File: config.mk
export PLATFORM = sky130hd
export DESIGN_NAME = div_mon
export DESIGN_NICKNAME = d
export VERILOG_FILES = /design/src/rtl/div_mon_pkg.sv /design/src/rtl/div_mon_edge_det.sv /design/src/rtl/div_mon.sv
export SDC_FILE = /design/constraint.sdc
export NUM_CORES = 1
export LEC_CHECK = 0
export CORE_ASPECT_RATIO = 1.2
export CORE_MARGIN = 5
export CORE_UTILIZATION = 40
export DETAILED_ROUTE_END_ITERATION = 10
export GPL_TIMING_DRIVEN = 1
export PLACE_DENSITY = 0.69
export SYNTH_ARGS = -nofsm -noshare
export SYNTH_HDL_FRONTEND = slang
export SYNTH_HIERARCHICAL = 1
export SYNTH_SLANG_ARGS = --single-unit
File: constraint.sdc
create_clock -name clk -period 2.55 [get_ports clk]
set_input_delay 0.3825 -clock clk [delete_from_list [all_inputs] [get_ports clk]]
set_output_delay 0.3825 -clock clk [all_outputs]
set_load 0.02 [all_outputs]
File: src/rtl/div_mon_pkg.sv
// Shared types and helpers for the divided-clock monitor.
package div_mon_pkg;

  typedef enum logic [1:0] {
    ACQ    = 2'd0,
    TRACK  = 2'd1,
    LOCKED = 2'd2
  } mon_state_t;

  // Period counter width: must hold TIMEOUT plus a saturation headroom value.
  function automatic int cnt_width(input int timeout);
    return $clog2(timeout + 2);
  endfunction

endpackage

File: src/rtl/div_mon_edge_det.sv
// Registers a clk-synchronous level and flags its rising and falling edges.
module edge_det (
  input  logic i_clk,
  input  logic i_rst_n,
  input  logic i_d,
  output logic o_q,
  output logic o_rise,
  output logic o_fall
);

  logic r_q;

  // One-cycle delayed copy; clears to 0 so a high input right after reset reads as a rise.
  always_ff @(posedge i_clk or negedge i_rst_n) begin
    if (!i_rst_n) r_q <= 1'b0;
    else          r_q <= i_d;
  end

  assign o_q    = r_q;
  assign o_rise = i_d & ~r_q;
  assign o_fall = ~i_d & r_q;

endmodule

File: src/rtl/div_mon.sv
// Divided-clock monitor: measures each div_in period in clk cycles, declares
// lock after LOCK_COUNT consecutive correct periods and raises sticky flags
// for wrong periods and stalls. Define DUTY_CHECK_EN to add the high-time
// (duty) check; without it err_duty is tied to 0.
module div_mon
  import div_mon_pkg::*;
#(
  parameter int DIV_VALUE  = 5,
  parameter int LOCK_COUNT = 4,
  parameter int TIMEOUT    = 2 * DIV_VALUE,
  parameter int HIGH_MIN   = DIV_VALUE / 2,
  parameter int HIGH_MAX   = (DIV_VALUE + 1) / 2,
  parameter int CNT_W      = cnt_width(TIMEOUT)
) (
  input  logic             clk,
  input  logic             rst,
  input  logic             div_in,
  input  logic             clr_err,
  output logic [CNT_W-1:0] period,
  output logic             period_vld,
  output logic             locked,
  output logic             err_period,
  output logic             err_timeout,
  output logic             err_duty
);

  localparam int GOOD_W = $clog2(LOCK_COUNT + 1);

  localparam logic [CNT_W-1:0]  DIV_C     = CNT_W'(DIV_VALUE);
  localparam logic [CNT_W-1:0]  TO_LAST   = CNT_W'(TIMEOUT - 1);
  localparam logic [GOOD_W-1:0] LOCK_LAST = GOOD_W'(LOCK_COUNT - 1);
  localparam logic [CNT_W:0]    HMIN_C    = (CNT_W + 1)'(HIGH_MIN);
  localparam logic [CNT_W:0]    HMAX_C    = (CNT_W + 1)'(HIGH_MAX);

  logic w_div_q, w_rise, w_fall;
  logic w_good_per, w_timeout, w_duty_bad;
  logic [CNT_W-1:0] w_m;

  mon_state_t        r_state;
  logic [CNT_W-1:0]  r_cnt;
  logic [GOOD_W-1:0] r_good;
  logic [CNT_W-1:0]  r_period;
  logic              r_period_vld, r_locked, r_err_period, r_err_timeout;

  edge_det u_edge (
    .i_clk   (clk),
    .i_rst_n (rst),
    .i_d     (div_in),
    .o_q     (w_div_q),
    .o_rise  (w_rise),
    .o_fall  (w_fall)
  );

  // Measured period ends on the rise cycle itself, hence the +1.
  assign w_m        = r_cnt + 1'b1;
  assign w_good_per = (w_m == DIV_C);
  // A rise in the timeout cycle takes priority over the stall.
  assign w_timeout  = (r_state != ACQ) && !w_rise && (r_cnt == TO_LAST);

  // Period counter: restarts on every rise, saturates while the divider is idle.
  always_ff @(posedge clk or negedge rst) begin
    if (!rst)              r_cnt <= '0;
    else if (w_rise)       r_cnt <= '0;
    else if (r_cnt != '1)  r_cnt <= r_cnt + 1'b1;
  end

  // Lock FSM with registered period/lock outputs and sticky error flags (set beats clear).
  always_ff @(posedge clk or negedge rst) begin
    if (!rst) begin
      r_state       <= ACQ;
      r_good        <= '0;
      r_period      <= '0;
      r_period_vld  <= 1'b0;
      r_locked      <= 1'b0;
      r_err_period  <= 1'b0;
      r_err_timeout <= 1'b0;
    end else begin
      r_period_vld <= 1'b0;

      if (w_rise && (r_state != ACQ) && !w_good_per) r_err_period <= 1'b1;
      else if (clr_err)                               r_err_period <= 1'b0;

      if (w_timeout)    r_err_timeout <= 1'b1;
      else if (clr_err) r_err_timeout <= 1'b0;

      case (r_state)
        ACQ: begin
          if (w_rise) begin
            r_state <= TRACK;
            r_good  <= '0;
          end
        end
        TRACK: begin
          if (w_rise) begin
            r_period     <= w_m;
            r_period_vld <= 1'b1;
            if (!w_good_per) begin
              r_good <= '0;
            end else if (r_good == LOCK_LAST) begin
              r_state  <= LOCKED;
              r_locked <= 1'b1;
              r_good   <= '0;
            end else begin
              r_good <= r_good + 1'b1;
            end
          end else if (w_timeout) begin
            r_state  <= ACQ;
            r_locked <= 1'b0;
            r_good   <= '0;
          end
        end
        LOCKED: begin
          if (w_rise) begin
            r_period     <= w_m;
            r_period_vld <= 1'b1;
            if (!w_good_per) begin
              r_state  <= TRACK;
              r_locked <= 1'b0;
              r_good   <= '0;
            end
          end else if (w_timeout) begin
            r_state  <= ACQ;
            r_locked <= 1'b0;
            r_good   <= '0;
          end else if (w_duty_bad) begin
            r_state  <= TRACK;
            r_locked <= 1'b0;
            r_good   <= '0;
          end
        end
        default: begin
          r_state  <= ACQ;
          r_locked <= 1'b0;
          r_good   <= '0;
        end
      endcase
    end
  end

`ifdef DUTY_CHECK_EN
  logic [CNT_W-1:0] r_hc;
  logic             r_skip_fall;
  logic             r_err_duty;
  logic [CNT_W:0]   w_h;

  // High-time counter: counts cycles with the delayed level high, restarts on a rise.
  always_ff @(posedge clk or negedge rst) begin
    if (!rst)                        r_hc <= '0;
    else if (w_rise)                 r_hc <= '0;
    else if (w_div_q && r_hc != '1)  r_hc <= r_hc + 1'b1;
  end

  // Arms while outside TRACK so the first fall after entering TRACK is not judged.
  always_ff @(posedge clk or negedge rst) begin
    if (!rst)                  r_skip_fall <= 1'b0;
    else if (r_state != TRACK) r_skip_fall <= 1'b1;
    else if (w_fall)           r_skip_fall <= 1'b0;
  end

  assign w_h        = {1'b0, r_hc} + 1'b1;
  assign w_duty_bad = w_fall
                    && ((r_state == LOCKED) || ((r_state == TRACK) && !r_skip_fall))
                    && ((w_h < HMIN_C) || (w_h > HMAX_C));

  // Sticky duty flag; a new error wins over a simultaneous clear.
  always_ff @(posedge clk or negedge rst) begin
    if (!rst)            r_err_duty <= 1'b0;
    else if (w_duty_bad) r_err_duty <= 1'b1;
    else if (clr_err)    r_err_duty <= 1'b0;
  end

  assign err_duty = r_err_duty;
`else
  logic w_unused_duty;
  assign w_unused_duty = w_fall | w_div_q | (|HMIN_C) | (|HMAX_C);
  assign w_duty_bad    = 1'b0;
  assign err_duty      = 1'b0;
`endif

  assign period      = r_period;
  assign period_vld  = r_period_vld;
  assign locked      = r_locked;
  assign err_period  = r_err_period;
  assign err_timeout = r_err_timeout;

endmodule

After elaboration in Yosys (flattened, before gate mapping)
Index checks and enable logic that the tools add are counted.
- $add $sub $neg: 2
- equal/unequal tests: 10
- muxes and demuxes: 30
- bitwise logic cells: 3
- reduce and logical (&&, ||, !) cells: 16
- operators with widths (operator ; count):
    2-to-1 mux 3 bit ; 7
    2-to-1 mux 2 bit ; 7
    2-to-1 mux 1 bit ; 11
    != test 3 bit (second input constant) ; 3
    one-hot mux 3 bit (3 select lines) ; 1
    2-to-1 mux 4 bit ; 2
    AND reduction 4 bit ; 2
    nonzero test 2 bit ; 4
    one-hot mux 2 bit (3 select lines) ; 1
    adder 4 x 1 -> 4 bit (second input constant) ; 1
    == test 4 x 3 -> 1 bit (second input constant) ; 1
    == test 4 bit (second input constant) ; 1
    logical AND 1 bit ; 4
    != test 4 bit (second input constant) ; 1
    AND reduction 2 bit ; 2
    adder 3 x 1 -> 3 bit (second input constant) ; 1
    == test 3 x 2 -> 1 bit (second input constant) ; 1
    one-hot mux 1 bit (3 select lines) ; 1
    == test 2 x 1 -> 1 bit (second input constant) ; 1
    == test 2 bit (second input constant) ; 1
    zero test 1 bit ; 2
    zero test 2 bit ; 1
    != test 2 bit (second input constant) ; 1
    NOT 1 bit ; 2
    2 further kinds ; 2
- bits in registers: 18
- bits of input ports: 4
- output and inout port bits: 9
- word-level logic and storage cells: 70

Logic depth before layout (Yosys ltp)
- depth in word-level cells: 8
- depth in mapped cells: 7
- gate-level depth less buffers: 7

Hierarchy
The synthesis kept the hierarchy.
- by module, submodules not included (module ; times used ; cells an instance ; area each (um^2) ; seq. area each (um^2)):
    div_mon ; 1 ; 114 ; 1063.5 ; 425.4
    edge_det ; 1 ; 3 ; 40.0 ; 25.0

Least setup slack after synthesis
No wires, ideal clock.
- kind: flip-flop to flip-flop
- from: register r_state[0]
- to: register r_state[0]
- setup time: 0.087 ns
- arrival: 1.980 ns
- required time: 2.463 ns
- slack: 0.484 ns
- cell stages (with the launch flop): 8
- path buffers: 1
- clock period less this slack: 2.066 ns
- cell sequence: dfrtp_1 inv_1 ha_1 clkbuf_1 nor3_2 or4_1 or4b_1 o211ai_1
- longest elaborated chain between the ends: 6
- elaborated cells on any way between the ends: 15
- those cells by class: 6 x eq/ne; 4 x mux; 5 x reduce/logical
- RTL lines (item ; line ; source):
    from (decl) ; div_mon.sv:39 ; mon_state_t r_state;
    from (signal assigned) ; div_mon.sv:70 ; r_state <= ACQ;
    from (signal assigned) ; div_mon.sv:89 ; r_state <= TRACK;
    from (signal assigned) ; div_mon.sv:100 ; r_state <= LOCKED;
    nonzero test 2 bit ; div_mon.sv:58 ; assign w_timeout = (r_state != ACQ) && !w_rise && (r_cnt == TO_LAST);
    logical AND 1 bit (2 in a row) ; div_mon.sv:58 ;
    2-to-1 mux 2 bit ; - ;
    2-to-1 mux 2 bit, on equally long branches ; - ;
    one-hot mux 2 bit (3 select lines) ; div_mon.sv:86 ; case (r_state)
Several ways; a longest one is shown, not always the timed one.
A chain may end at the register's enable or synchronous reset.

Worst setup path after layout
- from: register r_cnt[0]
- to: register r_good[0]
- longest elaborated chain between the ends: 5
- elaborated cells on any way between the ends: 11
- those cells by class: 1 x add/sub; 3 x eq/ne; 5 x mux; 2 x reduce/logical
- RTL lines (item ; line ; source):
    from (decl) ; div_mon.sv:40 ; logic [CNT_W-1:0] r_cnt;
    from (signal assigned) ; div_mon.sv:64 ; else if (r_cnt != '1) r_cnt <= r_cnt + 1'b1;
    adder 4 x 1 -> 4 bit / == test 4 bit (equally long branches) ; div_mon.sv:55, div_mon.sv:58 ;
    == test 4 x 3 -> 1 bit / logical AND 1 bit (equally long branches) ; div_mon.sv:56, div_mon.sv:58 ;
    2-to-1 mux 3 bit, on equally long branches (2 in a row) ; - ;
    one-hot mux 3 bit (3 select lines) ; div_mon.sv:86 ;
    to (signal assigned) ; div_mon.sv:104 ; r_good <= r_good + 1'b1;
    to (decl) ; div_mon.sv:41 ; logic [GOOD_W-1:0] r_good;
Several ways; a longest one is shown, not always the timed one.

==> flow_summary.json <==
{
  "status": "complete, no violations",
  "peakVddDrop_uv": 426.7,
  "fin_nets": 141,
  "grt_pass1_vias": 901,
  "cts.repair.resized": 0,
  "synthCells": 116,
  "crit_arrival_ns": 2.50,
  "clkSinkCount": 18,
  "setup_viol": 0,
  "route.detailed.drc": 0,
  "syn-num-nets": 128,
  "nFillCells": 248,
  "start_util_pct": 42.48,
  "fin_tns_setup_ns": 0,
  "post_dp_cell_area_sq_um": 1236,
  "cts_max_level": 1,
  "crit_required_ns": 2.77,
  "avgSynthCellArea_sq_um": 9.438,
  "path_class": "reg2reg",
  "p_leak_uw": 0.0005574,
  "period_share_pct": 89.40,
  "crit_fanout": 7,
  "grt_pass1_wl_um": 3905,
  "hold_class": "reg2reg",
  "grt_overflow_total": 0,
  "grt_max_degree": 19,
  "die_x_um": 57.76,
  "drv_slew": 0,
  "grt_antenna_before_repair": 0,
  "postCtsSetupRepairBufs": 0,
  "diodes": 0,
  "startpoint_type": "register",
  "die_y_um": 67.31,
  "power_density_nw_per_um2": 858.5,
  "clk_path_buf_depth": 2,
  "cts_hold_buf": 0,
  "cap_violations": 0,
  "place.gp.congestion": 0.8466,
  "rr_startpoint": "r_cnt[0]",
  "hold_start": "period[3]",
  "ys_warn_count": 6,
  "cts_buffers": 3,
  "drt-pass1-iter-count": 5,
  "post_drt_wl_per_cell_um": 13.59,
  "postRouteAntennaNets": 0,
  "wl_um": 2175,
  "finalHoldViolCount": 0,
  "rows": 20,
  "rsz0062_at_grt": "false",
  "area_growth_pct": 14.97,
  "worst_clock_skew_ns": 0.005821,
  "cts-root-buf": "clkbuf_4",
  "tightestPinTransition_ns": 0.8071,
  "viasPerCell": 5.425,
  "timing.fmax_ghz": 0.4386,
  "end_kind": "register",
  "syn_area_sq_um": 1095,
  "drive_gt1_share_pct": 8.661,
  "relSlewSlack_pct": 46.03,
  "coreArea_sq_um": 2577,
  "numPortBuffers": 11,
  "cts_tree": "yes",
  "ios": 13,
  "final_area_sq_um": 1259,
  "min_period_ns": 2.280,
  "clk_pin_slew_ns": 0.10,
  "grt_use_total_pct": 12.99,
  "startpoint": "r_cnt[0]",
  "drt_iter0_markers": 27,
  "dieArea_sq_um": 3888,
  "dpl.hpwl_um": 1689,
  "vias": 868,
  "worst_skew_pair.late_latency_ns": 0.28
}
[per-stage QoR]
stage	std cells	power, uW	hold WS [ns]	worst slack, ns	util (%)
floorplan	116	793.8	0.08691	0.4838	-
global placement	157	937.7	0.4724	0.2586	47.96
detailed placement	157	952.1	0.4754	0.2040	47.96
CTS	160	1092	0.4999	0.2564	48.84
global route	160	1179	0.5159	0.01380	48.84
finish	160	1081	0.4932	0.2702	48.84
[path summary, 6_finish.rpt]
| check | endpoint | slack, ns | cells after the start |
|---|---|---|---|
| worst max-delay path | r_good[0] | 0.27 | 6 |
| worst min-delay path | period[3] | 0.49 | 2 |
| worst max register to register | r_good[0] | 0.27 | 6 |
| worst min register to register | period[3] | 0.49 | 2 |
| max in group asynchronous | r_good[2] | 1.49 | 1 |
| min in group asynchronous | u_edge/o_q | 0.56 | 1 |
[area by class of cell]
class	count	area, sq um	area share, %
clock buffers	3	22.52	1.789
flip-flops and latches	18	450.4	35.79
multi-input cells	83	581.8	46.22
inverters	10	37.54	2.982
well taps	33	41.29	3.280
repair buffers	13	125.1	9.940
[worst max-delay path: stages (launching register included)]
cell and delay, ns:
dfrtp_1 0.48, ha_1 0.34, or3b_2 0.49, o41ai_2 0.10
and2_0 0.37, nor3b_2 0.27, a22o_1 0.16
[sequential cells by signal (all words and copies together) (netlist names)]
name / cells
period: 4
r_cnt: 4
r_good: 3
r_state: 2
err_period: 1
err_timeout: 1
locked: 1
period_vld: 1
u_edge/o_q: 1
[layout by cell type, fill, tap and decap left out, drive strengths merged, types with 3 or more instances in the layout]
cell type and n:
nor3 5, nor3b 4, nand3 3, dfrtp 18, clkbuf 3, nand2 9, inv 10, clkdlybuf4s50 11
o21ai 6, xnor2 3, nor2 10, nor2b 3, ha 8
[layer usage]
layer / vias to the layer above / GRT usage, % / part of all wire (%) / wire length [um]
met5: - / 0 / 0 / 0
met4: 0 / 6.087 / 0.87 / 19
met3: 2 / 2.677 / 4.2 / 92
met2: 28 / 22.18 / 51 / 1118
met1: 407 / 15.57 / 43 / 945
li1: 431 / - / - / -
[power breakdown]
part / internal, uW / leakage [uW] / switching, uW / total (uW)
sequential: 354 / 0.000236 / 70.3 / 424
combinational: 229 / 0.000308 / 293 / 523
clock: 54.8 / 0.0000138 / 79.3 / 134
Note: power is estimated with default switching activity, not from simulation.
